<file path="src/rtl/vga_scanout.sv">
// vga_scanout: monochrome framebuffer scan-out engine on the pixel clock.
// Generates VGA timing, fetches 32-bit words through a one-outstanding
// read port into a small FIFO, and serialises them one bit per pixel
// (LSB = leftmost pixel) into 2-bit RGB with hsync/vsync/blank.
//
// Ports:
//   clk_pixel      pixel clock, the only clock
//   reset          asynchronous, active-high
//   mem_req        read request, held until mem_ack
//   mem_addr       word address, stable while mem_req=1
//   mem_ack        read data valid, completes the request
//   mem_rdata      read data, valid with mem_ack
//   underflow_clr  clears the sticky underflow flag
//   underflow      sticky: a pixel word was needed while the FIFO was empty
//   vga_hsync      horizontal sync (active level HSYNC_POL)
//   vga_vsync      vertical sync (active level VSYNC_POL)
//   vga_blank      1 outside the visible area
//   vga_r/g/b      2-bit colour channels, 11 for a set pixel, 00 otherwise

module vga_scanout #(
    parameter int                H_VISIBLE  = 1024,
    parameter int                H_FP       = 24,
    parameter int                H_SYNC     = 136,
    parameter int                H_BP       = 160,
    parameter int                V_VISIBLE  = 768,
    parameter int                V_FP       = 3,
    parameter int                V_SYNC     = 6,
    parameter int                V_BP       = 29,
    parameter logic              HSYNC_POL  = 1'b0,
    parameter logic              VSYNC_POL  = 1'b0,
    parameter int                ADDR_W     = 18,
    parameter logic [ADDR_W-1:0] FB_BASE    = '0,
    parameter int                FIFO_DEPTH = 16
) (
    input  logic              clk_pixel,
    input  logic              reset,
    output logic              mem_req,
    output logic [ADDR_W-1:0] mem_addr,
    input  logic              mem_ack,
    input  logic [31:0]       mem_rdata,
    input  logic              underflow_clr,
    output logic              underflow,
    output logic              vga_hsync,
    output logic              vga_vsync,
    output logic              vga_blank,
    output logic [1:0]        vga_r,
    output logic [1:0]        vga_g,
    output logic [1:0]        vga_b
);

    localparam int H_TOTAL = H_VISIBLE + H_FP + H_SYNC + H_BP;
    localparam int V_TOTAL = V_VISIBLE + V_FP + V_SYNC + V_BP;
    localparam int HW      = $clog2(H_TOTAL);
    localparam int VW      = $clog2(V_TOTAL);
    localparam int WORDS   = V_VISIBLE * H_VISIBLE / 32;
    localparam int CW      = $clog2(WORDS + 1);
    localparam int AW      = $clog2(FIFO_DEPTH);
    localparam int NW      = AW + 1;

    localparam logic [HW-1:0] HC_LAST  = HW'(H_TOTAL - 1);
    localparam logic [HW-1:0] HC_VIS   = HW'(H_VISIBLE);
    localparam logic [HW-1:0] HS_START = HW'(H_VISIBLE + H_FP);
    localparam logic [HW-1:0] HS_END   = HW'(H_VISIBLE + H_FP + H_SYNC);
    localparam logic [VW-1:0] VC_LAST  = VW'(V_TOTAL - 1);
    localparam logic [VW-1:0] VC_VIS   = VW'(V_VISIBLE);
    localparam logic [VW-1:0] VS_START = VW'(V_VISIBLE + V_FP);
    localparam logic [VW-1:0] VS_END   = VW'(V_VISIBLE + V_FP + V_SYNC);
    localparam logic [CW-1:0] WORDS_C  = CW'(WORDS);
    localparam logic [NW-1:0] DEPTH_C  = NW'(FIFO_DEPTH);

    typedef enum logic {
        F_IDLE,
        F_WAIT
    } fetch_t;

    // timing counters
    logic [HW-1:0] hc;
    logic [VW-1:0] vc;

    // FIFO
    logic [31:0]   fifo_mem [FIFO_DEPTH];
    logic [AW-1:0] wr_ptr;
    logic [AW-1:0] rd_ptr;
    logic [NW-1:0] count;

    // fetch engine
    fetch_t        state;
    fetch_t        state_nx;
    logic          req_start;
    logic [ADDR_W-1:0] ptr;
    logic [CW-1:0] fetched;
    logic          stale;

    // pixel path
    logic [31:0]   shreg;
    logic [31:0]   word;
    logic          pix;

    logic h_vis;
    logic v_vis;
    logic vis;
    logic hs_act;
    logic vs_act;
    logic flush;
    logic pop_slot;
    logic fifo_empty;
    logic push;
    logic pop;
    logic want;

    // ------------------------------------------------------------------
    // Timing decode
    // ------------------------------------------------------------------
    always_comb begin
        h_vis    = (hc < HC_VIS);
        v_vis    = (vc < VC_VIS);
        vis      = h_vis && v_vis;
        hs_act   = (hc >= HS_START) && (hc < HS_END);
        vs_act   = (vc >= VS_START) && (vc < VS_END);
        flush    = (hc == '0) && (vc == VC_VIS);
        pop_slot = vis && (hc[4:0] == 5'd0);
    end

    always_ff @(posedge clk_pixel or posedge reset) begin
        if (reset) begin
            hc <= '0;
            vc <= '0;
        end else if (hc == HC_LAST) begin
            hc <= '0;
            vc <= (vc == VC_LAST) ? '0 : vc + VW'(1);
        end else begin
            hc <= hc + HW'(1);
        end
    end

    // ------------------------------------------------------------------
    // FIFO
    // ------------------------------------------------------------------
    assign fifo_empty = (count == '0);
    assign pop        = pop_slot && !fifo_empty;

    // A stale (pre-flush) ack and an ack landing on the flush clock are
    // both dropped so the new frame starts from an empty FIFO.
    assign push = (state == F_WAIT) && mem_ack && !stale && !flush;

    always_ff @(posedge clk_pixel) begin
        if (push) begin
            fifo_mem[wr_ptr] <= mem_rdata;
        end
    end

    always_ff @(posedge clk_pixel or posedge reset) begin
        if (reset) begin
            wr_ptr <= '0;
            rd_ptr <= '0;
            count  <= '0;
        end else if (flush) begin
            wr_ptr <= '0;
            rd_ptr <= '0;
            count  <= '0;
        end else begin
            if (push) begin
                wr_ptr <= wr_ptr + AW'(1);
            end
            if (pop) begin
                rd_ptr <= rd_ptr + AW'(1);
            end
            unique case ({push, pop})
                2'b10:   count <= count + NW'(1);
                2'b01:   count <= count - NW'(1);
                default: count <= count;
            endcase
        end
    end

    // ------------------------------------------------------------------
    // Fetch engine
    // ------------------------------------------------------------------
    assign mem_req = (state == F_WAIT);

    // No new request on the flush clock: the pointer is being rewound.
    assign want = (fetched < WORDS_C)
               && ((count + NW'(mem_req)) < DEPTH_C)
               && !flush;

    always_comb begin
        state_nx  = state;
        req_start = 1'b0;
        unique case (state)
            F_IDLE: begin
                if (want) begin
                    state_nx  = F_WAIT;
                    req_start = 1'b1;
                end
            end
            F_WAIT: begin
                if (mem_ack) begin
                    state_nx = F_IDLE;
                end
            end
            default: state_nx = F_IDLE;
        endcase
    end

    always_ff @(posedge clk_pixel or posedge reset) begin
        if (reset) begin
            state <= F_IDLE;
        end else begin
            state <= state_nx;
        end
    end

    always_ff @(posedge clk_pixel or posedge reset) begin
        if (reset) begin
            ptr      <= FB_BASE;
            fetched  <= '0;
            stale    <= 1'b0;
            mem_addr <= FB_BASE;
        end else begin
            if (req_start) begin
                mem_addr <= ptr;
            end
            if (flush) begin
                ptr     <= FB_BASE;
                fetched <= '0;
                // request still waiting for its ack belongs to the old frame
                stale   <= (state == F_WAIT) && !mem_ack;
            end else if ((state == F_WAIT) && mem_ack) begin
                if (stale) begin
                    stale <= 1'b0;
                end else begin
                    ptr     <= ptr + ADDR_W'(1);
                    fetched <= fetched + CW'(1);
                end
            end
        end
    end

    // ------------------------------------------------------------------
    // Pixel path and registered outputs
    // ------------------------------------------------------------------
    // On a word boundary the pixel comes straight from the FIFO head (or
    // zeros on underflow) so it lines up with sync/blank.
    always_comb begin
        word = shreg;
        if (pop_slot) begin
            word = fifo_empty ? '0 : fifo_mem[rd_ptr];
        end
        pix = word[hc[4:0]];
    end

    always_ff @(posedge clk_pixel or posedge reset) begin
        if (reset) begin
            shreg <= '0;
        end else if (pop_slot) begin
            shreg <= word;
        end
    end

    always_ff @(posedge clk_pixel or posedge reset) begin
        if (reset) begin
            underflow <= 1'b0;
        end else if (pop_slot && fifo_empty) begin
            underflow <= 1'b1;
        end else if (underflow_clr) begin
            underflow <= 1'b0;
        end
    end

    always_ff @(posedge clk_pixel or posedge reset) begin
        if (reset) begin
            vga_hsync <= ~HSYNC_POL;
            vga_vsync <= ~VSYNC_POL;
            vga_blank <= 1'b1;
            vga_r     <= 2'b00;
            vga_g     <= 2'b00;
            vga_b     <= 2'b00;
        end else begin
            vga_hsync <= hs_act ? HSYNC_POL : ~HSYNC_POL;
            vga_vsync <= vs_act ? VSYNC_POL : ~VSYNC_POL;
            vga_blank <= ~vis;
            vga_r     <= (vis && pix) ? 2'b11 : 2'b00;
            vga_g     <= (vis && pix) ? 2'b11 : 2'b00;
            vga_b     <= (vis && pix) ? 2'b11 : 2'b00;
        end
    end

endmodule

</file>
<file path="config.mk">
export PLATFORM = sky130hd
export DESIGN_NAME = vga_scanout
export DESIGN_NICKNAME = d
export VERILOG_FILES = /design/src/rtl/vga_scanout.sv
export SDC_FILE = /design/constraint.sdc
export NUM_CORES = 1
export LEC_CHECK = 0
export ABC_AREA = 1
export CORE_UTILIZATION = 44
export CTS_BUF_LIST = sky130_fd_sc_hd__clkbuf_8
export DETAILED_ROUTE_END_ITERATION = 10
export SKIP_LAST_GASP = 1
export SLEW_MARGIN = 10
export SYNTH_ARGS = -nofsm -noshare
export SYNTH_HDL_FRONTEND = slang
export SYNTH_SLANG_ARGS = --single-unit
</file>
<file path="constraint.sdc">
create_clock -name clk_pixel -period 5.15 [get_ports clk_pixel]
set_input_delay 1.03 -clock clk_pixel [delete_from_list [all_inputs] [get_ports clk_pixel]]
set_output_delay 1.03 -clock clk_pixel [all_outputs]
set_load 0.01 [all_outputs]
</file>
# == After elaboration in Yosys (flattened, before gate mapping) ==
# Memories as Yosys holds them, arrays and structs flattened.
# Cells that the tools add are included.
# classes
n_mul,0
n_bitwise,2
mux,31
n_shift,0
n_eq_ne,6
n_reduce_logical,27
div_mod_pow,0
n_addsub,9
n_lt_le_gt_ge,9
# op_table
operator,count
two-way mux 32 bit,2
two-way mux 18 bit,3
two-way mux 15 bit,3
less-than comparator 11 bit (second input constant),2
equality test 10 bit (second input constant),2
less-than comparator 10 bit (second input constant),2
adder 18 x 1 -> 18 bit (second input constant),1
two-way mux 4 bit,4
adder 15 x 1 -> 15 bit (second input constant),1
less-than comparator 15 bit (second input constant),1
logical AND 1 bit,14
two-way mux 1 bit,12
adder 11 x 1 -> 11 bit (second input constant),1
equality test 11 bit (second input constant),1
>= comparator 11 bit (second input constant),1
logical NOT 11 bit,1
two-way mux 11 bit,1
adder 10 x 1 -> 10 bit (second input constant),1
>= comparator 10 bit (second input constant),1
logical NOT 5 bit,2
two-way mux 10 bit,1
case mux 5 bit (2 select lines),1
adder 4 x 1 -> 4 bit (second input constant),2
nonzero test 2 bit,4
16 further kinds,20
# word_totals
rom_bits,0
reg_bits,125
ram_bits,512
inputBits,36
memories,1
word_cells,101
out_inout_bits,29
latchBits,0
# mem_list
memory,depth,width,rd,rd_ports_with_merged_regs,wr,line_no,source
fifo_mem,16,32,1,0,1,81,logic [31:0] fifo_mem [FIFO_DEPTH];

# == Logic depth before layout (Yosys ltp) ==
# Gate-level depths: netlist of the first run.
# depth
ltp_word,8
depth_mapped,20
mapped_depth_nobuf,20

# == Worst setup path before layout of the first run ==
# Ideal clock, no wire load.
# synth_timing
path_kind,in2reg
start,input mem_ack
end,memory fifo_mem[0][0] (enable)
setup_slack_ps,1754
stages,6
required_ps,4729
setup_time_ps,421
path_buffers,0
arrival_ps,2975
cell_sequence,nand2_1 nor2_4 nand2_2 inv_2 nand2_1 nor2_1
# synth_between
elab_chain_cells,5
# synth_rtl
item,line_no,source
from (decl),39,"input logic mem_ack,"
logical AND 1 bit (3 in a row),144,assign push = (state == F_WAIT) && mem_ack && !stale && !flush;
two-way mux 1 bit,147,if (push) begin
two-way mux 1 bit (not written as such),148,fifo_mem[wr_ptr] <= mem_rdata;
to (decl),81,
# No other way between the ends.

# == Final worst setup path of the first run ==
# layout_timing
start,register hc[0]
end,memory fifo_mem[12][18] (enable)
# layout_between
elab_chain_cells,6
# layout_rtl
item,line_no,source
from (decl),77,logic [HW-1:0] hc;
from (signal assigned),132,hc <= hc + HW'(1);
logical NOT 11 bit,120,flush = (hc == '0) && (vc == VC_VIS);
logical AND 1 bit,120,
logical NOT 1 bit,144,
logical AND 1 bit,144,
two-way mux 1 bit,147,
two-way mux 1 bit (not written as such),148,
# No other way between the ends.

==> impl_metrics.json, run 1 <==
{
  "grt_util_all_layers": 0.2111,
  "cp-end-kind": "register",
  "vias_per_cell": 5.068,
  "start_kind": "register",
  "p_leak_uw": 0.01263,
  "path_clk_slew_ps": 60,
  "synthArstFlopShare": 0.1950,
  "synth-main-ff-cell": "edfxtp_1",
  "syn_nets": 2706,
  "synthToLayoutAreaGrowth_pct": 12.46,
  "synth_top_area_cell": "edfxtp_1",
  "grt_pass1_wl_um": 102700,
  "die_h_um": 251.4,
  "vias": 18460,
  "synth.most_common_cell": "nand2_1",
  "final_nets": 2776,
  "detail_route.first_pass.iterations": 5,
  "nFillCells": 5573,
  "internal_power_uw": 8914,
  "p_comb_frac": 0.210,
  "htree_num_levels": 3,
  "finalCritPeriodShare": 0.7544,
  "grt-ovfl-total": 0,
  "synth_edf_count": 512,
  "holdBufCountCts": 0,
  "std_cell_rows": 91,
  "wire_per_inst_um": 17.94,
  "antenna_found_initial": 2,
  "cts_tree": "done",
  "worstMarginPinSlew_ps": 1095,
  "drv_cap": 0,
  "clock-root-buffer": "clkbuf_8",
  "clockPowerShare": 0.312,
  "cts.sinks": 636,
  "arrival_ps": 4270,
  "ir_worst_vdd_mv": 0.2658,
  "port_buffers": 64,
  "routabilityCongestion": 0.8239,
  "drc": 0,
  "core-area_mm2": 0.06160,
  "outcome": "complete, no violations",
  "grt_max_degree": 165,
  "fin_total_pwr_uw": 13050,
  "die_area_mm2": 0.06318,
  "required_ps": 5530,
  "cts_setup_buffers": 0,
  "hpwl_um": 37860,
  "synth.distinct_cells": 51,
  "syn-mean-instance-area_um2": 10.30,
  "maxSlewHeadroom": 0.2681,
  "start_util": 0.4442,
  "power_density_mw_per_mm2": 424.1,
  "antenna_cells": 0,
  "clock_path_buffers": 3,
  "die_x_um": 251.4,
  "rsz0062_at_grt": "false",
  "drive_above_1_share": 0.07876,
  "p_sw_frac": 0.3168,
  "crit_path_max_fanout": 23,
  "fin_util": 0.4995,
  "r2r_slack_ps": 1260,
  "fin_skew_ps": 53.99,
  "final-max-slew-violation-count": 0,
  "p_seq_frac": 0.478,
  "fin_tns_setup_ps": 0,
  "setup-violations-final": 0,
  "totalWireLength_um": 65350,
  "synth_common_cells": "nand2_1 (948), edfxtp_1 (512), nand3_1 (305)",
  "synth_top_area_frac": 0.5620,
  "max_freq_ghz": 0.2574,
  "p_sw_uw": 4133,
  "hold_viol": 0,
  "ys_seq_area_frac": 0.6755,
  "synthCells": 2655,
  "ys_ff_latch": 636,
  "postCtsResizedCells": 0,
  "yosysWarnings": 0,
  "synth.area.top_cells": "edfxtp_1 (56%), nand2_1 (13%), dfrtp_1 (11%), nand3_1 (5.6%), inv_1 (3.2%)",
  "clk-insertion-delay-late_ps": 710,
  "antenna_left": 0,
  "first_global_vias": 18040,
  "synth_area_mm2": 0.02736,
  "first_iter_violations": 1593,
  "io_pins": 65,
  "post-route-min-period_ps": 3885,
  "criticalPathCategory": "register to register",
  "hold_class": "register to register",
  "cts_buffers": 103
}
-- state kept, by name (all words and copies together) (netlist names) --
name       count
vc            10
wr_ptr         4
underflow      1
fifo_mem     512
shreg         32
ptr           18
vga_blank      1
stale          1
mem_addr      18
hc            11
vga_vsync      1
rd_ptr         4
vga_b          1
count          5
fetched       15
mem_req        1
vga_hsync      1
-- worst max-delay path, stage by stage (launching register included) --
cell      delay, ps
dfrtp_1         630
clkinv_1        390
ha_1            350
nand3_2         100
nor2_4           50
nand3_2          80
buf_4           270
nand2_2         120
inv_2           220
nand2_1         290
nor2_4          680
buf_4           370
-- routing by layer --
metal,GRT usage,part of all wire,wire length (um)
met1,0.2896,0.45,29150
met2,0.3442,0.47,31030
met5,0,0.00032,21
met3,0.03872,0.059,3853
met4,0.05889,0.020,1291
-- power groups by stage --
stage,Sequential [uW],Combinational (uW),Clock (uW)
finish,6240,2740,4070
global route,6280,3080,4380
CTS,6240,2760,4170
detailed placement,6340,2740,0
global placement,6320,2720,0
floorplan,6260,1890,0
-- stage by stage --
step / hold slack (ps) / cells / worst slack, ps / cell area, um2
detailed placement: 457.7 / 3457 / 1161 / 28850
finish: 463.2 / 3643 / 1265 / 30770
CTS: 466.1 / 3643 / 1251 / 30770
global route: 488.6 / 3643 / 1030 / 30770
floorplan: 433.4 / 2655 / 825.7 / 27360
global placement: 449.1 / 3457 / 1258 / 28850
-- worst paths after layout --
| path | depth (start not counted) | from | end |
|---|---|---|---|
| max in group asynchronous | 3 | reset | shreg[2]$_DFFE_PP0N_ |
| min in group asynchronous | 2 | reset | underflow$_DFFE_PP0P_ |
| worst min register to register | 1 | fetched[14]$_DFFE_PP0P_ | fetched[14]$_DFFE_PP0P_ |
| worst max register to register | 11 | hc[0]$_DFF_PP0_ | fifo_mem[12][18]$_DFFE_PP_ |
| worst max-delay path | 11 | hc[0]$_DFF_PP0_ | fifo_mem[12][18]$_DFFE_PP_ |
| worst min-delay path | 1 | fetched[14]$_DFFE_PP0P_ | fetched[14]$_DFFE_PP0P_ |
-- cells in the final DEF, fill, tap and decap left out, drive strengths merged, types with 3 or more instances in the layout --
cell / n
clkinv: 36
buf: 28
dfstp: 3
a21oi: 27
edfxtp: 512
dfrtp: 121
o21ai: 83
inv: 284
nor3b: 3
nor2: 156
clkdlybuf4s50: 64
nand4: 13
nand2: 952
clkbuf: 112
o211ai: 28
nor4: 5
nand3: 308
xor2: 8
nor3: 24
ha: 15
-- cells by family after synthesis --
kind of cell	after synthesis	synth area share
xor gates and xnor gates	9	0.002881
and+or+nand+nor	1465	0.2242
AOI/OAI and AO/OA	152	0.03201
muxes	1	0.0004116
DFF	636	0.6755
buffers and inverters	377	0.05813
adders and majority gates	15	0.006860
-- cell type report --
| class | instances | area [um2] | area share |
|---|---|---|---|
| sequential | 636 | 18490 | 0.6009 |
| multi-input combinational | 1642 | 7407 | 0.2407 |
| clock buffer | 112 | 1541 | 0.05010 |
| tap | 837 | 1047 | 0.03404 |
| inverter | 250 | 958.4 | 0.03115 |
| timing repair buffer | 92 | 950.9 | 0.03091 |
| clock inverter | 74 | 372.9 | 0.01212 |
No activity file was read; power rests on OpenSTA's default activity.
==> inputs of run 2 (changes only) <==
==> constraint.sdc (replaced) <==
create_clock -name clk_pixel -period 3.9 [get_ports clk_pixel]
set_input_delay 0.78 -clock clk_pixel [delete_from_list [all_inputs] [get_ports clk_pixel]]
set_output_delay 0.78 -clock clk_pixel [all_outputs]
set_load 0.01 [all_outputs]
==> impl_metrics.json, run 2 (synthesis results as in run 1) <==
{
  "outcome": "complete, no violations",
  "antenna_found_initial": 3,
  "hold_class": "primary input to async pin",
  "drv_cap": 0,
  "start_util": 0.4442,
  "grt_max_degree": 151,
  "worstMarginPinSlew_ps": 1022,
  "grt_use_met1": 0.2875,
  "cp_num_buf_inv": 1,
  "drive_above_1_share": 0.08605,
  "fin_total_pwr_uw": 17300,
  "final_nets": 2796,
  "cts_setup_buffers": 0,
  "grt_use_met3": 0.03821,
  "maxSlewHeadroom": 0.3188,
  "cp_slowest_cell": "buf_4",
  "cts_buffers": 105,
  "worstReg2RegStart": "rd_ptr[0]$_DFFE_PP0P_",
  "cts_tree": "done",
  "cts.sinks": 636,
  "final_cell_count_no_fill": 3662,
  "crit_start": "rd_ptr[0]$_DFFE_PP0P_",
  "layout_commonest_cell": "nand2_1",
  "postCtsResizedCells": 0,
  "clk-insertion-delay-late_ps": 730,
  "hold_viol": 0,
  "p_leak_uw": 0.01278,
  "grt_pass1_wl_um": 102600,
  "vias_per_cell": 5.091,
  "io_pins": 65,
  "placedCellCount": 3475,
  "post-route-min-period_ps": 2919,
  "drc": 0,
  "worst-path-stages": 17,
  "grt.busiest_layer": "met2",
  "place_ws_ps": 488.1,
  "clock-root-buffer": "clkbuf_8",
  "cp_cell_sequence": "buf_4 > nor2_1 > nor2_1 > o21ai_0 > nand3_1 > nand3_1 > nand2_1 > nand2_1 > nand3_1 > nand2_1 > nor2_1 > nand2_1 > nand2_1 > nand2_1 > nand2_1 > nor2_1 > nor2_1",
  "crit_path_max_fanout": 72,
  "wire_per_inst_um": 17.78,
  "vias": 18640,
  "criticalPathCategory": "register to register",
  "largest_reg_flops": 512,
  "start_kind": "register",
  "die_x_um": 251.4,
  "required_ps": 4500,
  "core-area_mm2": 0.06160,
  "max_freq_ghz": 0.3426,
  "die_h_um": 251.4,
  "std_cell_rows": 91,
  "cp-end-kind": "register",
  "path_clk_slew_ps": 60,
  "first_iter_violations": 1492,
  "finalCritPeriodShare": 0.7484,
  "ff2ff_path_depth": 17,
  "synthToLayoutAreaGrowth_pct": 13.32,
  "setup-violations-final": 0,
  "grt_util_all_layers": 0.2103,
  "gr-usage-met2": 0.3393,
  "timing.rr.end": "vga_b[0]$_DFF_PP0_",
  "rsz0062_at_grt": "false",
  "routabilityCongestion": 0.8389,
  "totalWireLength_um": 65100,
  "cpMostUsedCell": "nand2_1",
  "die_area_mm2": 0.06318,
  "hpwl_um": 36050,
  "first_global_vias": 18250,
  "antenna_left": 0,
  "fin_skew_ps": 60.22,
  "htree_num_levels": 3,
  "crit_end": "vga_b[0]$_DFF_PP0_",
  "layout_common_cells": "nand2_1 (948), edfxtp_1 (512), nand3_1 (305)",
  "reg.largest.list": "fifo_mem (512), shreg (32)",
  "slowest_delay_ps": 660,
  "path_delay_family": "simple AND/OR/NAND/NOR gates",
  "port_buffers": 64,
  "holdBufCountCts": 0,
  "dpl_cell_area_mm2": 0.02909,
  "final-max-slew-violation-count": 0,
  "detail_route.first_pass.iterations": 5,
  "arrival_ps": 3520,
  "fin_tns_setup_ps": 0,
  "ir_worst_vdd_mv": 0.3077,
  "largest-register": "fifo_mem",
  "clock_path_buffers": 3,
  "grt-ovfl-total": 0,
  "design_area_mm2": 0.03100,
  "r2r_slack_ps": 980,
  "setup_ws_ps": 981.2,
  "power_density_mw_per_mm2": 558.1
}
run 2: worst min-delay path by stage:
stage | endpoint | cells after the start
final | ptr[13]$_DFFE_PP0P_ | 2
after global routing | fetched[9]$_DFFE_PP0P_ | 2
after CTS | ptr[16]$_DFFE_PP0P_ | 2
after detailed placement | shreg[28]$_DFFE_PP0N_ | 2
after global placement | fetched[14]$_DFFE_PP0P_ | 1
after floorplan | fetched[14]$_DFFE_PP0P_ | 1
run 2: worst register-to-register path, cell delays in order (launching register included):
cell	delay, ps
dfrtp_4	560
buf_4	660
nor2_1	170
nor2_1	100
o21ai_0	100
nand3_1	100
nand3_1	130
nand2_1	250
nand2_1	150
nand3_1	90
nand2_1	50
nor2_1	90
nand2_1	50
nand2_1	70
nand2_1	50
nand2_1	70
nor2_1	50
nor2_1	70
run 2: power breakdown:
| group | internal (uW) | switching, uW |
|---|---|---|
| Sequential | 7930 | 256 |
| Clock | 2730 | 2620 |
| Combinational | 1130 | 2630 |
run 2: final cells by class:
type                    instances  area, um2
flip-flops and latches        636      18490
repair buffers                110       1186
fillers                      5488      30590
multi-input cells            1642       7407
well taps                     837       1047
clock buffers                 116       1597
diodes                          1      2.502
clock inverters                70      319.1
inverters                     250      954.7
run 2: metrics by stage:
step | utilization | hold slack, ps
finish | 0.5033 | 406.8
global route | 0.5033 | 403.5
CTS | 0.5033 | 361.3
detailed placement | 0.4722 | 460.5
global placement | 0.4722 | 450.0
floorplan | - | 433.4
run 2: per-layer routing:
metal / up-vias / wire [um]
li1: 8990 / -
met1: 9050 / 29410
met2: 485 / 30300
met3: 115 / 3645
met4: 4 / 1708
met5: - / 33
==> inputs of run 3 (changes only) <==
==> constraint.sdc (replaced) <==
create_clock -name clk_pixel -period 2.95 [get_ports clk_pixel]
set_input_delay 0.59 -clock clk_pixel [delete_from_list [all_inputs] [get_ports clk_pixel]]
set_output_delay 0.59 -clock clk_pixel [all_outputs]
set_load 0.01 [all_outputs]
==> impl_metrics.json, run 3 (synthesis results as in run 1) <==
{
  "largest-register": "fifo_mem",
  "clock_path_buffers": 3,
  "placedCellCount": 3499,
  "fin_total_pwr_uw": 23230,
  "grt_max_degree": 125,
  "cts.sinks": 636,
  "first_global_vias": 18480,
  "final_nets": 2819,
  "setup_ws_ps": 385.3,
  "place_ws_ps": 174.6,
  "vias_per_cell": 5.098,
  "core-area_mm2": 0.06160,
  "criticalPathCategory": "register to register",
  "first_iter_violations": 1771,
  "std_cell_rows": 91,
  "clock-root-buffer": "clkbuf_8",
  "slowest_delay_ps": 400,
  "layout_commonest_cell": "nand2_1",
  "antenna_found_initial": 1,
  "rsz0062_at_grt": "false",
  "vias": 18790,
  "grt_util_all_layers": 0.2187,
  "p_sw_uw": 7485,
  "cts_buffers": 104,
  "die_h_um": 251.4,
  "htree_num_levels": 3,
  "antenna_left": 0,
  "gr-usage-met2": 0.3573,
  "postCtsResizedCells": 0,
  "final-max-slew-violation-count": 0,
  "fin_util": 0.5096,
  "required_ps": 3560,
  "whs_ps": 401.7,
  "grt_use_met3": 0.03686,
  "p_leak_uw": 0.01294,
  "finalCritPeriodShare": 0.8694,
  "worstMarginPinSlew_ps": 794.6,
  "grt-ovfl-total": 0,
  "largest_reg_flops": 512,
  "max_freq_ghz": 0.3899,
  "ir_worst_vdd_mv": 0.3977,
  "layout_common_cells": "nand2_1 (948), edfxtp_1 (512), nand3_1 (305)",
  "hold_viol": 0,
  "p_sw_frac": 0.3223,
  "final_cell_count_no_fill": 3685,
  "grt_pass1_wl_um": 106300,
  "cp_cell_sequence": "inv_1 > ha_1 > nand2_1 > nor3_2 > nand3_2 > nand2_2 > inv_2 > nor2_8 > inv_2 > nand2_1 > nand2_1 > inv_1 > ha_1 > inv_1 > nand2_1 > nand3_1 > nand2_1 > nand2_1 > nand3_1 > nand2_1",
  "clk-insertion-delay-late_ps": 730,
  "setup-violations-final": 0,
  "maxSlewHeadroom": 0.4686,
  "power_density_mw_per_mm2": 739.9,
  "holdBufCountCts": 0,
  "post-route-min-period_ps": 2565,
  "wire_per_inst_um": 18.36,
  "drc": 0,
  "die_x_um": 251.4,
  "detail_route.first_pass.iterations": 7,
  "synthToLayoutAreaGrowth_pct": 14.74,
  "cts_setup_buffers": 0,
  "cp_slowest_cell": "dfrtp_1",
  "p_comb_frac": 0.225,
  "internal_power_uw": 15740,
  "start_kind": "register",
  "reg.largest.list": "fifo_mem (512), shreg (32)",
  "grt_use_met1": 0.2988,
  "totalWireLength_um": 67650,
  "io_pins": 65,
  "grt.busiest_layer": "met2",
  "cpMostUsedCell": "nand2_1",
  "p_seq_frac": 0.466,
  "routabilityCongestion": 0.8641,
  "arrival_ps": 3180,
  "path_clk_slew_ps": 60,
  "drv_cap": 0,
  "drive_above_1_share": 0.09238,
  "port_buffers": 64,
  "hpwl_um": 39990,
  "clockPowerShare": 0.309,
  "cts_tree": "done",
  "fin_skew_ps": 43.26,
  "start_util": 0.4442,
  "outcome": "complete, no violations",
  "die_area_mm2": 0.06318,
  "hold_class": "primary input to async pin",
  "cp-end-kind": "register",
  "crit_path_max_fanout": 6,
  "ff2ff_path_depth": 20
}
[run 3: final timing paths]
kind,start,end,slack (ps)
setup / recovery,vc[0]$_DFFE_PP0N_,count[4]$_DFFE_PP0P_,390
hold / removal,reset,ptr[9]$_DFFE_PP0P_,400
setup reg to reg,vc[0]$_DFFE_PP0N_,count[4]$_DFFE_PP0P_,390
hold reg to reg,fetched[14]$_DFFE_PP0P_,fetched[14]$_DFFE_PP0P_,470
max in group asynchronous,reset,rd_ptr[0]$_DFFE_PP0P_,1960
min in group clk_pixel,underflow_clr,underflow$_DFFE_PP0P_,450
[run 3: power groups by stage]
stage / registers, uW / clock network (uW) / logic (uW)
after global routing: 10900 / 7730 / 5840
final: 10800 / 7170 / 5230
after floorplan: 10900 / 0 / 3300
after global placement: 11000 / 0 / 5210
after detailed placement: 11000 / 0 / 5240
after CTS: 10800 / 7350 / 5270
[run 3: routing by layer]
metal | part of all wire | up-vias
li1 | - | 9032
met1 | 0.45 | 9141
met2 | 0.48 | 506
met3 | 0.056 | 106
met4 | 0.023 | 0
met5 | 0 | -
[run 3: worst max-delay path, delay by kind of cell, from the launching register on]
kind / cells / cell delay [ps]
adder cells (fa/ha/maj): 2 / 370
flip-flops: 1 / 400
AND/OR/NAND/NOR: 13 / 1240
buffers and inverters: 5 / 460
[run 3: cell type report]
class	instances	area, um2
Clock inverter	77	436.7
Timing Repair Buffer	134	1567
Multi-Input combinational cell	1642	7407
Tap cell	837	1047
Antenna cell	1	2.502
Inverter	250	954.7
Sequential cell	636	18490
Clock buffer	108	1486
Fill cell	5483	30210
[run 3: stage by stage]
stage	cell area, um2	setup TNS (ps)
after global routing	31390	0
final	31390	0
after floorplan	27360	-134670
after CTS	31390	0
after global placement	29470	0
after detailed placement	29470	0
